$ cat src/rtl/fifo_rd_arbiter.sv
// fifo_rd_arbiter
//   Read-side scheduler for the async FIFO in the rclk domain. One FIFO read
//   port is shared among NREQ consumers using round-robin arbitration. Each
//   grant allows a burst of at most BURST words. Popped words pass through a
//   one-deep registered output stage and are tagged with the ID of the
//   consumer that owns them.
//
//   The controller has two states:
//     IDLE : no grant is active. A winner is picked from the pending requests,
//            and the grant is registered for the next cycle.
//     XFER : one consumer owns the read port. Words are popped while the FIFO
//            is non-empty, the owner keeps requesting, the burst budget is not
//            used up, and the output stage can take a new word.
//   At least one IDLE cycle separates two bursts. During that cycle the
//   round-robin pointer has already moved past the last owner.

module fifo_rd_arbiter #(
  parameter int DSIZE = 8,  // data word width (matches FIFO)
  parameter int NREQ  = 4,  // number of requesters
  parameter int IDW   = 2,  // requester ID width, clog2(NREQ)
  parameter int BURST = 4,  // max words popped per grant (>=1)
  parameter int CNTW  = 3   // burst counter width, clog2(BURST+1)
) (
  input  logic             rclk,
  input  logic             rrst_n,
  input  logic             rempty,
  input  logic [DSIZE-1:0] rdata,
  input  logic [NREQ-1:0]  req,
  input  logic [NREQ-1:0]  dready,
  output logic             rinc,
  output logic [NREQ-1:0]  gnt,
  output logic             dvalid,
  output logic [DSIZE-1:0] ddata,
  output logic [IDW-1:0]   did,
  output logic             busy
);

  // ---------------------------------------------------------------------------
  // Constants
  // ---------------------------------------------------------------------------
  localparam logic [0:0] IDLE = 1'b0;
  localparam logic [0:0] XFER = 1'b1;

  // Burst budget and the count value at which the last pop of a burst occurs.
  localparam logic [CNTW-1:0] CNT_MAX  = CNTW'(BURST);
  localparam logic [CNTW-1:0] CNT_LAST = CNTW'(BURST - 1);

  // Highest requester ID. The pointer wraps to 0 after this value.
  localparam logic [IDW-1:0]  ID_LAST  = IDW'(NREQ - 1);

  // ---------------------------------------------------------------------------
  // State
  // ---------------------------------------------------------------------------
  logic [0:0]      state;     // IDLE / XFER
  logic [IDW-1:0]  cur;       // owner of the current grant
  logic [IDW-1:0]  rr;        // round-robin start point for the next search
  logic [CNTW-1:0] cnt;       // words popped in the current burst

  // ---------------------------------------------------------------------------
  // Combinational decode
  // ---------------------------------------------------------------------------
  logic            any_req;   // some consumer is requesting
  logic [IDW-1:0]  winner;    // first requester at or after rr, with wrap
  logic [NREQ-1:0] winner_oh; // one-hot form of winner
  logic            cur_req;   // current owner still requests
  logic            out_free;  // output stage can accept a word this cycle
  logic            pop;       // pop the FIFO head this cycle
  logic            burst_end; // leave XFER at the end of this cycle
  logic            in_xfer;

  // Round-robin search: the first set request, scanning upward from rr.
  always_comb begin
    // NOTE: every variable written in a combinational block gets a default
    // first. Without it, a path that skips the assignment infers a latch.
    any_req = 1'b0;
    winner  = rr;
    for (int i = 0; i < NREQ; i++) begin
      int k;
      k = int'(rr) + i;
      if (k >= NREQ) k = k - NREQ;
      if (!any_req && req[k]) begin
        any_req = 1'b1;
        winner  = IDW'(k);
      end
    end
  end

  // Convert the winner ID to the one-hot grant vector.
  always_comb begin
    winner_oh         = '0;
    winner_oh[winner] = 1'b1;
  end

  // Pop qualification and burst termination for the active grant.
  always_comb begin
    in_xfer   = (state == XFER);
    cur_req   = req[cur];
    // A word may be popped when the stage is empty, or when the word
    // currently held is being taken by its consumer in this same cycle.
    out_free  = !dvalid || dready[did];
    pop       = in_xfer && !rempty && cur_req && (cnt < CNT_MAX) && out_free;
    // A grant ends after its last budgeted pop, or as soon as the owner stops
    // requesting. The owner can stop a burst that has no data (FIFO empty)
    // only by dropping its request.
    burst_end = in_xfer && ((pop && (cnt == CNT_LAST)) || !cur_req);
  end

  assign rinc = pop;
  assign busy = in_xfer;

  // ---------------------------------------------------------------------------
  // Grant controller: state, grant, owner, pointer and burst count
  // ---------------------------------------------------------------------------
  // Registers the arbitration result and tracks burst progress.
  always_ff @(posedge rclk or negedge rrst_n) begin
    if (!rrst_n) begin
      state <= IDLE;
      gnt   <= '0;
      cur   <= '0;
      rr    <= '0;
      cnt   <= '0;
    end else begin
      // NOTE: sequential state uses non-blocking assignments only. Every
      // register then samples values from before the clock edge, whatever
      // order the statements appear in.
      case (state)
        IDLE: begin
          if (any_req) begin
            state <= XFER;
            gnt   <= winner_oh;
            cur   <= winner;
            cnt   <= '0;
          end
        end
        XFER: begin
          if (pop) begin
            cnt <= cnt + 1'b1;
          end
          if (burst_end) begin
            state <= IDLE;
            gnt   <= '0;
            rr    <= (cur == ID_LAST) ? '0 : cur + 1'b1;
          end
        end
        default: begin
          state <= IDLE;
          gnt   <= '0;
        end
      endcase
    end
  end

  // ---------------------------------------------------------------------------
  // One-deep output stage
  // ---------------------------------------------------------------------------
  // Captures each popped word with its owner ID. The stage holds the word
  // under backpressure and empties once the word has been accepted.
  always_ff @(posedge rclk or negedge rrst_n) begin
    if (!rrst_n) begin
      dvalid <= 1'b0;
      ddata  <= '0;
      did    <= '0;
    end else if (pop) begin
      // A pop can only occur when the stage is free or is being emptied this
      // cycle, so replacing the word here never loses data.
      dvalid <= 1'b1;
      ddata  <= rdata;
      did    <= cur;
    end else if (dvalid && dready[did]) begin
      dvalid <= 1'b0;
    end
  end

endmodule

$ cat config.mk
export PLATFORM = sky130hd
export DESIGN_NAME = fifo_rd_arbiter
export DESIGN_NICKNAME = d
export VERILOG_FILES = /design/src/rtl/fifo_rd_arbiter.sv
export SDC_FILE = /design/constraint.sdc
export NUM_CORES = 1
export LEC_CHECK = 0
export CAP_MARGIN = 20
export CORE_MARGIN = 1
export CORE_UTILIZATION = 45
export CTS_CLUSTER_SIZE = 40
export DETAILED_ROUTE_END_ITERATION = 16
export GPL_ROUTABILITY_DRIVEN = 1
export PLACE_DENSITY_LB_ADDON = 0.08
export SYNTH_ARGS = -nofsm -noshare
export SYNTH_HDL_FRONTEND = slang
export SYNTH_SLANG_ARGS = --single-unit
$ cat constraint.sdc
create_clock -name rclk -period 2.2 [get_ports rclk]
set_input_delay 0.22 -clock rclk [delete_from_list [all_inputs] [get_ports rclk]]
set_output_delay 0.22 -clock rclk [all_outputs]
set_load 0.01 [all_outputs]
# After elaboration in Yosys (flattened, before gate mapping)
# Cells that the tools add are included.
# classes
addsub,9
order_cmp,13
n_eq_ne,5
muxes,42
n_bitwise,1
n_reduce_logical,24
# ops
operator,count
$lt 32x4->1 const B,4
$mux 32,4
$mux 1,19
$bmux 1 s2,6
$sub 3x3->4 const B,3
$logic_and 1x1->1,11
$mux 2,5
$ge 3x3->1 const B,3
$lt 2x3->1 const B,3
$mux 4,2
$pmux 4 s2,1
$reduce_and 2->1,4
$add 2x2->3 const B,2
$logic_not 1->1,6
$mux 3,2
$pmux 3 s2,1
$ne 2x2->1 const B,2
$sub 2x3->4 const B,1
$add 2x1->3 const B,1
$add 3x1->3 const B,1
$eq 3x2->1 const B,1
$ge 2x3->1 const B,1
$lt 3x3->1 const B,1
$add 2x1->2 const B,1
other kinds (8),9
# word_totals
reg_bits,23
inputBits,19
output_inout_bits,17

# Longest topological paths before layout
# logic_depth
word_depth,21
depth_mapped,6

# Worst setup path before layout
# Ideal clock, no wire load.
# synth_path
path_type,register -> register
from,register cur[0]
to,register ddata[0]
setup_ns,0.125
t_arrival_ns,1.647
required_time_ns,2.075
slack_ns,0.428
stages_incl_launch_ff,6
synth_period_minus_slack_ns,1.772
path_cell_list,dfrtp_1 -> mux4_2 -> and3_1 -> buf_6 -> buf_12 -> mux2_4
# synth_via
elab_chain_cells,5
# synth_lines
item,line,rtl
from (decl),55,logic [IDW-1:0] cur;
from (signal assigned),131,cur <= winner;
$bmux 1 s2,97,cur_req = req[cur];
$mux 1 (implied by the code),97,
$logic_and 1x1->1 (3 in series),101,pop = in_xfer && !rempty && cur_req && (cnt < CNT_MAX) && out_free;
via rinc,30,"output logic rinc,"
to (signal assigned),167,ddata <= rdata;
to (decl),33,"output logic [DSIZE-1:0] ddata,"
# The timed path passes the listed nets, and every way through them passes these cells. The select of a mux whose other input is x is not followed.
# A chain may end at the register's enable or synchronous reset.

# Final worst setup path
# layout_path
from,register cur[0]
to,output rinc
# layout_via
elab_chain_cells,5
# layout_lines
item,line
$bmux 1 s2,97
$mux 1 (implied by the code),97
$logic_and 1x1->1 (3 in series),101
to (decl),30
# Every way passes these cells. The select of a mux whose other input is x is not followed.

==> impl_metrics.tcl <==
set metrics [dict create \
    drc 0 \
    finalNonFillerCells 168 \
    chipHeight_um 52.6 \
    cp_slowest_cell "mux4_2" \
    ctsHtreeMaxLevel 1 \
    fin_area_mm2 0.00162 \
    synth_cell_type_count 28 \
    routedWlPerCell_um 14.1 \
    grt_start_max_net_pins 24 \
    synth_top_area_share_pct 50.0 \
    cp_num_buf_inv 1 \
    placed_cells 163 \
    worstPathRequired_ns 1.98 \
    slew_headroom_pct 78.8 \
    die_width_um 52.6 \
    slew_violations 0 \
    start_util_pct 49.6 \
    hold_class "in2async" \
    min_period_over_period_pct 81.9 \
    fin_skew_ns 0.00546 \
    cpPeakStageDelay_ns 0.53 \
    ys_seq_area_share_pct 50.0 \
    end_kind "output port" \
    ys_top_cells_by_area "dfrtp_1 (50%), mux2_4 (7.8%), mux2_2 (6.8%)" \
    grt_pass1_vias 862 \
    p_per_area_mw_per_mm2 1270 \
    drt_iter0_markers 18 \
    outcome "finished clean" \
    root_buffer "clkbuf_4" \
    r2r-start "did[1]" \
    core_area_mm2 0.00232 \
    rsz0062_at_grt "false" \
    critical_path_class "reg2out" \
    num_vias 901 \
    routed_wl_mm 2.36 \
    grt_pass1_wl_mm 3.88 \
    cp_cell_sequence "mux4_2, and3_1, dlymetal6s2s_1" \
    grt.overflow.total 0 \
    place_congestion 0.716 \
    critPathMaxFanout 3 \
    mostFrequentLayoutCell "clkdlybuf4s50_1" \
    cp_data_arrival_time_ns 1.58 \
    synth-warning-count 0 \
    portBuffers 35 \
    timing.final.crit_period_ns 1.80 \
    nets 163 \
    hpwl_mm 1.82 \
    netlist_area_mm2 0.00115 \
    setup_violations 0 \
    dpl_cell_area_mm2 0.00157 \
    syn-mean-instance-area_um2 12.1 \
    rr_worst_depth 5 \
    clk_pin_slew_ns 0.12 \
    numCtsBuffers 3 \
    p_leak_nw 0.729 \
    fmax_mhz 555 \
    dieArea_mm2 0.00276 \
    cts_num_sinks 23 \
    cts_tree "yes" \
    antenna_cells 0 \
    insertion_delay_ns 0.29 \
    cap_violations 0 \
    syn_inst 95 \
    layout-drive-gt1-share_pct 20.7 \
    first_pass_iters 4 \
    ir_drop_v 0.000716 \
    final_cell_mix "clkdlybuf4s50_1 (34), dfrtp_1 (23), nand2_1 (12), buf_4 (8), mux2_2 (7)" \
    tightestPinTransition_ns 0.318 \
    fin_setup_tns_ns 0 \
    hold_violations 0 \
    io_pins 36 \
    regToRegSetupSlack_ns 0.42 \
    antenna_found_initial 0 \
    num_rows 17 \
    grtUsageTotal_pct 19.4 \
    syn_to_final_growth_pct 40.3 \
    viasPerCell 5.36 \
    worstReg2RegEnd "ddata[1]" \
    hold_ws_ns 0.259 \
    syn-num-nets 117 \
    cts_buffer_depth 2 \
    drtAntennaViolNets 0 \
    ys_ff_latch 23 \
    start_kind "register" \
    yosys.area.top_type "dfrtp_1" \
    cp_top_family "multiplexers" \
]
-- flip-flops by register name, summed over array words and instances (netlist names) --
name,cells
cnt,3
dvalid,1
rr,2
did,2
busy,1
gnt,4
ddata,8
cur,2
-- layout make-up --
| type | instances | area (um2) |
|---|---|---|
| fillers | 198 | 703 |
| well taps | 28 | 35.0 |
| clock buffers | 4 | 26.3 |
| repair buffers | 44 | 433 |
| multi-input cells | 63 | 523 |
| flip-flops and latches | 23 | 576 |
| inverters | 6 | 22.5 |
-- worst max-delay path by stage --
stage,startpoint,endpoint,slack [ns],depth (start not counted)
after floorplan,cur[0],ddata[0],0.43,5
after global placement,req[3],rinc,0.15,4
after detailed placement,req[3],rinc,0.14,4
after CTS,cur[0],rinc,0.06,3
after global routing,cur[0],rinc,0.32,3
final,cur[0],rinc,0.40,3
-- kinds of logic after synthesis --
family | after synthesis | synth area share, %
and+or+nand+nor | 24 | 10.0
AOI/OAI and AO/OA | 19 | 12.4
muxes | 17 | 19.2
adders and majority gates | 3 | 3.26
DFF | 23 | 50.0
buffers and inverters | 9 | 5.11
-- stage by stage --
stage	setup slack, ns	power, mW	util [%]
after global placement	0.152	1.82	67.8
after CTS	0.0588	2.07	69.6
after detailed placement	0.138	1.86	67.8
final	0.397	2.04	69.7
after floorplan	0.428	1.38	-
after global routing	0.321	2.19	69.7
-- per-layer routing --
layer	share of wire, %	vias to the layer above	global-route usage [%]	routed length, um
met1	45	439	26.3	1070
met5	0	-	0	0
li1	-	437	-	-
met2	49	23	32.3	1160
met4	0.89	0	3.95	21
met3	4.8	2	3.77	113
-- power by group --
part           total (mW)  internal, mW  switching, mW
clock               0.185        0.0704          0.115
combinational        1.09         0.666          0.424
sequential          0.768         0.616          0.152
-- synth_stat cells --
cell type and count:
dfrtp_1 23, nand2_1 12, mux2_2 7, inv_1 6, mux2_4 6, a21oi_1 4, nor2_1 4, o32ai_1 4
ha_1 3, mux2i_1 3, o21ai_0 3, nor2b_1 2, nor3b_1 2, o22a_1 2, a22o_2 1, a2bb2oi_1 1
a32o_1 1, and2b_1 1, and3_1 1, buf_12 1, buf_2 1, buf_6 1, mux4_2 1, nand2b_1 1
o221a_2 1, o221ai_1 1, o22ai_1 1, or4_1 1
-- repair_timing --
action / in CTS / in global routing
pin swaps: 0 / 0
gates cloned: 0 / 0
resized for setup: 1 / 1
setup buffers: 1 / 0
hold buffers: 0 / 0
setup endpoints to repair: 1 / 1
Power figures use the tool's default switching activity.
